**src/rtl/contador_varredura.sv**
```systemverilog
// Up/down position counter with programmable step, [MIN,MAX] range and saturate/wrap/sweep/hold modes.
// Latency: Q, dir and volta update one clock after the request; fim/inicio/meio decode Q combinationally.
// Backpressure: none; enable_mov gates every movement and set_pos overrides movement on the same edge.
module contador_varredura #(
  parameter int N   = 7,
  parameter int MIN = 0,
  parameter int MAX = 99,
  parameter int MID = (MIN + MAX) / 2
) (
  input  logic         clock,
  input  logic         zera_as,
  input  logic         set_pos,
  input  logic         vai,
  input  logic         vem,
  input  logic         enable_mov,
  input  logic [1:0]   modo,
  input  logic [N-1:0] passo,
  input  logic [N-1:0] D,
  output logic [N-1:0] Q,
  output logic         dir,
  output logic         volta,
  output logic         fim,
  output logic         inicio,
  output logic         meio
);

  typedef enum logic [1:0] {
    MODO_SAT   = 2'b00,
    MODO_WRAP  = 2'b01,
    MODO_SWEEP = 2'b10,
    MODO_HOLD  = 2'b11
  } modo_t;

  // One extra bit so Q+passo, Q+R and MIN+passo never overflow.
  localparam logic [N:0] MIN_W = (N+1)'(MIN);
  localparam logic [N:0] MAX_W = (N+1)'(MAX);
  localparam logic [N:0] R_W   = (N+1)'(MAX - MIN + 1);
  localparam logic [N:0] MID_W = (N+1)'(MID);

  logic [N-1:0] q_q, q_d;
  logic         dir_q, dir_d;
  logic         volta_q, volta_d;

  logic [N:0] q_ext, p_ext, d_ext;
  logic [N:0] soma, dif, wrap_up, wrap_dn, min_p;
  logic       pedido_sobe, pedido_desce;
  modo_t      modo_e;

  // Next-state for position, direction and the reversal/wrap pulse.
  always_comb begin
    q_d          = q_q;
    dir_d        = dir_q;
    volta_d      = 1'b0;
    modo_e       = modo_t'(modo);
    q_ext        = {1'b0, q_q};
    p_ext        = {1'b0, passo};
    d_ext        = {1'b0, D};
    soma         = q_ext + p_ext;
    dif          = q_ext - p_ext;
    wrap_up      = soma - R_W;
    wrap_dn      = q_ext + R_W - p_ext;
    min_p        = MIN_W + p_ext;
    pedido_sobe  = vai & ~vem;
    pedido_desce = vem & ~vai;

    if (set_pos) begin
      if (d_ext < MIN_W)      q_d = MIN_W[N-1:0];
      else if (d_ext > MAX_W) q_d = MAX_W[N-1:0];
      else                    q_d = D;
    end else if (enable_mov && (passo != '0)) begin
      unique case (modo_e)
        MODO_SAT: begin
          if (pedido_sobe) begin
            q_d   = (soma > MAX_W) ? MAX_W[N-1:0] : soma[N-1:0];
            dir_d = 1'b1;
          end else if (pedido_desce) begin
            q_d   = (q_ext < min_p) ? MIN_W[N-1:0] : dif[N-1:0];
            dir_d = 1'b0;
          end
        end
        MODO_WRAP: begin
          // dir tracks the last accepted request here as well, so a later sweep continues that way.
          if (pedido_sobe) begin
            dir_d = 1'b1;
            if (soma > MAX_W) begin
              q_d     = wrap_up[N-1:0];
              volta_d = 1'b1;
            end else begin
              q_d = soma[N-1:0];
            end
          end else if (pedido_desce) begin
            dir_d = 1'b0;
            if (q_ext < min_p) begin
              q_d     = wrap_dn[N-1:0];
              volta_d = 1'b1;
            end else begin
              q_d = dif[N-1:0];
            end
          end
        end
        MODO_SWEEP: begin
          // Reaching or overshooting a limit parks on it and reverses on the same tick.
          if (dir_q) begin
            if (soma >= MAX_W) begin
              q_d     = MAX_W[N-1:0];
              dir_d   = 1'b0;
              volta_d = 1'b1;
            end else begin
              q_d = soma[N-1:0];
            end
          end else begin
            if (q_ext <= min_p) begin
              q_d     = MIN_W[N-1:0];
              dir_d   = 1'b1;
              volta_d = 1'b1;
            end else begin
              q_d = dif[N-1:0];
            end
          end
        end
        MODO_HOLD: begin
          q_d = q_q;
        end
      endcase
    end
  end

  // State registers; zera_as returns to MIN counting up regardless of the clock.
  always_ff @(posedge clock or posedge zera_as) begin
    if (zera_as) begin
      q_q     <= MIN_W[N-1:0];
      dir_q   <= 1'b1;
      volta_q <= 1'b0;
    end else begin
      q_q     <= q_d;
      dir_q   <= dir_d;
      volta_q <= volta_d;
    end
  end

  assign Q      = q_q;
  assign dir    = dir_q;
  assign volta  = volta_q;
  assign fim    = ({1'b0, q_q} == MAX_W);
  assign inicio = ({1'b0, q_q} == MIN_W);
  assign meio   = ({1'b0, q_q} == MID_W);

endmodule

```
**config.mk**
```make
export PLATFORM = sky130hd
export DESIGN_NAME = contador_varredura
export DESIGN_NICKNAME = d
export VERILOG_FILES = /design/src/rtl/contador_varredura.sv
export SDC_FILE = /design/constraint.sdc
export NUM_CORES = 1
export LEC_CHECK = 0
export BUFFER_PORTS_ARGS = -buffer_cell sky130_fd_sc_hd__buf_2
export CORE_MARGIN = 2
export CORE_UTILIZATION = 30
export CTS_BUF_LIST = sky130_fd_sc_hd__clkbuf_8
export CTS_CLUSTER_DIAMETER = 150
export DETAILED_ROUTE_END_ITERATION = 16
export SYNTH_ARGS = -nofsm -noshare
export SYNTH_HDL_FRONTEND = slang
export SYNTH_SLANG_ARGS = --single-unit
```
**constraint.sdc**
```tcl
create_clock -name clock -period 3.03 [get_ports clock]
set_input_delay 0.606 -clock clock [delete_from_list [all_inputs] [get_ports clock]]
set_output_delay 0.606 -clock clock [all_outputs]
set_load 0.005 [all_outputs]
```
==> results.toml <==
[worst_hold_path]
hp-class = "in2async"

[global_route]
grt_pass1_wl_um = 13800
grt_max_degree = 18
grt-ovfl-total = 0
grt_pass1_vias = 2638
track_usage_pct = 20.7
antenna_found_initial = 0

[clock_tree]
clk_pin_slew_ns = 0.05
cts_max_level = 1
postCtsHoldBufs = 0
insertion_delay_ns = 0.24
numCtsBuffers = 3
cts_sinks = 9
ctsRootBufferMaster = "clkbuf_8"
clk_path_buf_depth = 2
cts_tree = "built"

[cells_and_area]
area_growth_pct = 36.8
drive_above_1_share_pct = 31.9
finish.utilization_pct = 41.7
fin_nets = 449
fin_area_sq_um = 3190
n_antenna_cell = 0

[worst_setup_path]
crit_fanout = 5
start_kind = "input pin"
required_ns = 3.20
slowest_stage = "o31a_1"
path_cells = "buf_4, inv_4, ha_4, nor2b_1, o31a_1, xnor2_2, inv_1, ha_2, nor2b_4, a21boi_1, mux2i_1, o211a_4, buf_4, o31ai_1, o221ai_1, a21oi_1"
cpPeakStageDelay_ns = 0.32
arrival_ns = 3.15
cp_common_cell = "buf_4"
crit_path_end_kind = "flip-flop"
crit_type = "in2reg"

[sta]
min_period_ns = 2.98
rsz0062_at_grt = "true"
period_share_pct = 98.3
timing.hold.ws_ns = 0.328
setup_slack_ns = 0.0510
finalMaxSlewViolations = 0
relSlewSlack_pct = 58.7
finalSetupViolations = 0
fmax_mhz = 336
finalHoldViolCount = 0
worst_slew_pin_slew_ns = 0.618
skew_ns = 0.00603

[placement]
routabilityCongestion = 0.954
dp_slack_ns = -0.263
place_area_sq_um = 3010
dp_hpwl_um = 6990
numPortBuffers = 33

[floorplan]
dieArea_sq_um = 8500
core_area_sq_um = 7650
die_w_um = 92.2
pin_count = 34
die_h_um = 92.2
initial_core_util_pct = 30.5
rows = 32

[yosys]
netlist_area_sq_um = 2330
ys_ff_latch = 9
synth_area_leader_cell = "ha_1"
synth.area.top_cells = "ha_1 15%, dfrtp_1 8.6%, fa_1 5.2%"
synth_cells = 307
synth-async-reset-ratio_pct = 100
yosysSeqAreaShare_pct = 9.71
yosys_most_used_dff = "dfrtp_1"
synth_area_per_cell_sq_um = 7.60
yosysTopAreaCellShare_pct = 15.0
syn_nets = 363
ys_types = 72
yosys_warnings = 0
synth_enable_flop_cells = 0

[drt]
routed_wl_um = 8780
drt_iter0_drc = 214
final_antenna_net_count = 0
viasPerCell = 5.56
route.vias.total = 2745
drtPass1Iterations = 5
wl_per_cell_um = 17.8
drc = 0

[power]
p_per_area_nw_per_um2 = 581
peakVddDrop_mv = 0.251
power.leakage_nw = 1.48

[outcome]
outcome = "completed"

[job]
maxCapViolCount = 0
==> worst paths after layout <==
| check | startpoint | end | slack [ns] | cells after the start |
|---|---|---|---|---|
| worst max-delay path | passo[1] | Q[2] | 0.05 | 16 |
| worst min-delay path | zera_as | volta | 0.33 | 2 |
| worst max register to register | Q[1] | Q[2] | 0.06 | 14 |
| worst min register to register | Q[5] | Q[5] | 0.63 | 2 |
| max in group asynchronous | zera_as | dir | 2.39 | 2 |
| min in group clock | Q[5] | Q[5] | 0.63 | 2 |
==> sequential cells by signal, summed over array words and instances (netlist names) <==
name   flops
volta      1
dir        1
Q          7
==> cell families (layout without fill, tap and decap cells) <==
family                     count (synthesis)  after routing  share of synthesized area, %
adders and majority gates                 34             34                          20.2
AOI/OAI and AO/OA                         97             97                          31.5
DFF                                        9              9                          9.71
muxes                                      5              5                          2.15
xor gates and xnor gates                  13             13                          4.88
buffers and inverters                     42            127                          7.08
and+or+nand+nor                          107            107                          24.5
==> timing repair <==
item / CTS / global route
gates resized for setup: 1 / 20
pin swaps: 0 / 6
endpoints found under the setup margin: 1 / 6
buffers inserted: 0 / 5
endpoints found under the hold margin: 0 / 0
==> worst max-delay path: cells and delay by family <==
kind | cells | cell delay, ns
xor gates and xnor gates | 1 | 0.15
AOI/OAI and AO/OA | 6 | 1.23
muxes | 1 | 0.12
adders and majority gates | 2 | 0.46
buffers and inverters | 4 | 0.37
and+or+nand+nor | 2 | 0.20
==> placed cells by master, fill, tap and decap left out, drive strengths merged, types with 3 or more instances in the layout <==
master / n
a2111oi: 3
a211oi: 5
a21oi: 22
a22oi: 3
a31oi: 3
and3: 6
and4: 3
buf: 93
clkbuf: 3
dfrtp: 8
fa: 6
ha: 28
inv: 31
mux2i: 5
nand2: 24
nand2b: 6
nand3: 7
nand3b: 4
nor2: 20
nor2b: 7
nor3: 11
nor3b: 3
nor4: 3
o211a: 3
o211ai: 6
o21ai: 16
o22ai: 3
o31ai: 3
or4: 4
xnor2: 7
xor2: 6
==> synth_stat cells (2+ instances only) <==
| master | instances |
|---|---|
| mux2i_1 | 5 |
| or3_1 | 2 |
| nand2b_1 | 6 |
| ha_1 | 28 |
| o211ai_1 | 5 |
| fa_1 | 6 |
| o21ai_1 | 2 |
| o21a_1 | 2 |
| a22oi_1 | 3 |
| xor2_1 | 6 |
| or4_1 | 4 |
| and4_1 | 3 |
| a31oi_1 | 2 |
| o31ai_1 | 3 |
| o22ai_1 | 3 |
| xnor2_1 | 7 |
| a211oi_1 | 4 |
| nor4_1 | 3 |
| nor3_1 | 11 |
| o211a_1 | 2 |
| nand3_1 | 7 |
| a2111oi_0 | 2 |
| nand4b_1 | 2 |
| a211o_1 | 2 |
| and3_1 | 6 |
| a21o_1 | 2 |
| clkbuf_1 | 6 |
| o221ai_1 | 2 |
| nand4_1 | 2 |
| o21ai_0 | 13 |
| nor3b_1 | 3 |
| dfrtp_1 | 8 |
| inv_1 | 30 |
| nand3b_1 | 4 |
| nor2_1 | 19 |
| nand2_1 | 24 |
| buf_2 | 6 |
| nor2b_1 | 6 |
| o21bai_1 | 2 |
| a21oi_1 | 22 |
==> final cells by class <==
cell class	instances	area, sq um
clock buffers	3	41.3
repair buffers	93	631
inverters	30	115
flip-flops and latches	9	228
fillers	775	4460
well taps	102	128
multi-input cells	256	2040
clock inverters	1	3.75
==> stage by stage <==
step                      power (W)  cells  TNS (ns)
after floorplan            0.000980    307   -0.0661
after global placement      0.00153    485    -0.499
after detailed placement    0.00153    485    -0.787
after CTS                   0.00168    489         0
after global routing        0.00199    494    -0.256
final                       0.00185    494         0
==> where the power goes <==
group / switching [W] / total (W) / internal (W)
registers: 0.0000474 / 0.000193 / 0.000146
clock network: 0.0000559 / 0.000145 / 0.0000890
logic: 0.000805 / 0.00152 / 0.000710
total: 0.000908 / 0.00185 / 0.000945
==> layer usage <==
layer / share of wire, % / track usage [%]
met5: 0 / 0
met4: 4.0 / 5.60
met3: 7.3 / 3.86
met2: 46 / 34.7
met1: 43 / 27.1
Note: power is estimated with default switching activity, not from simulation.
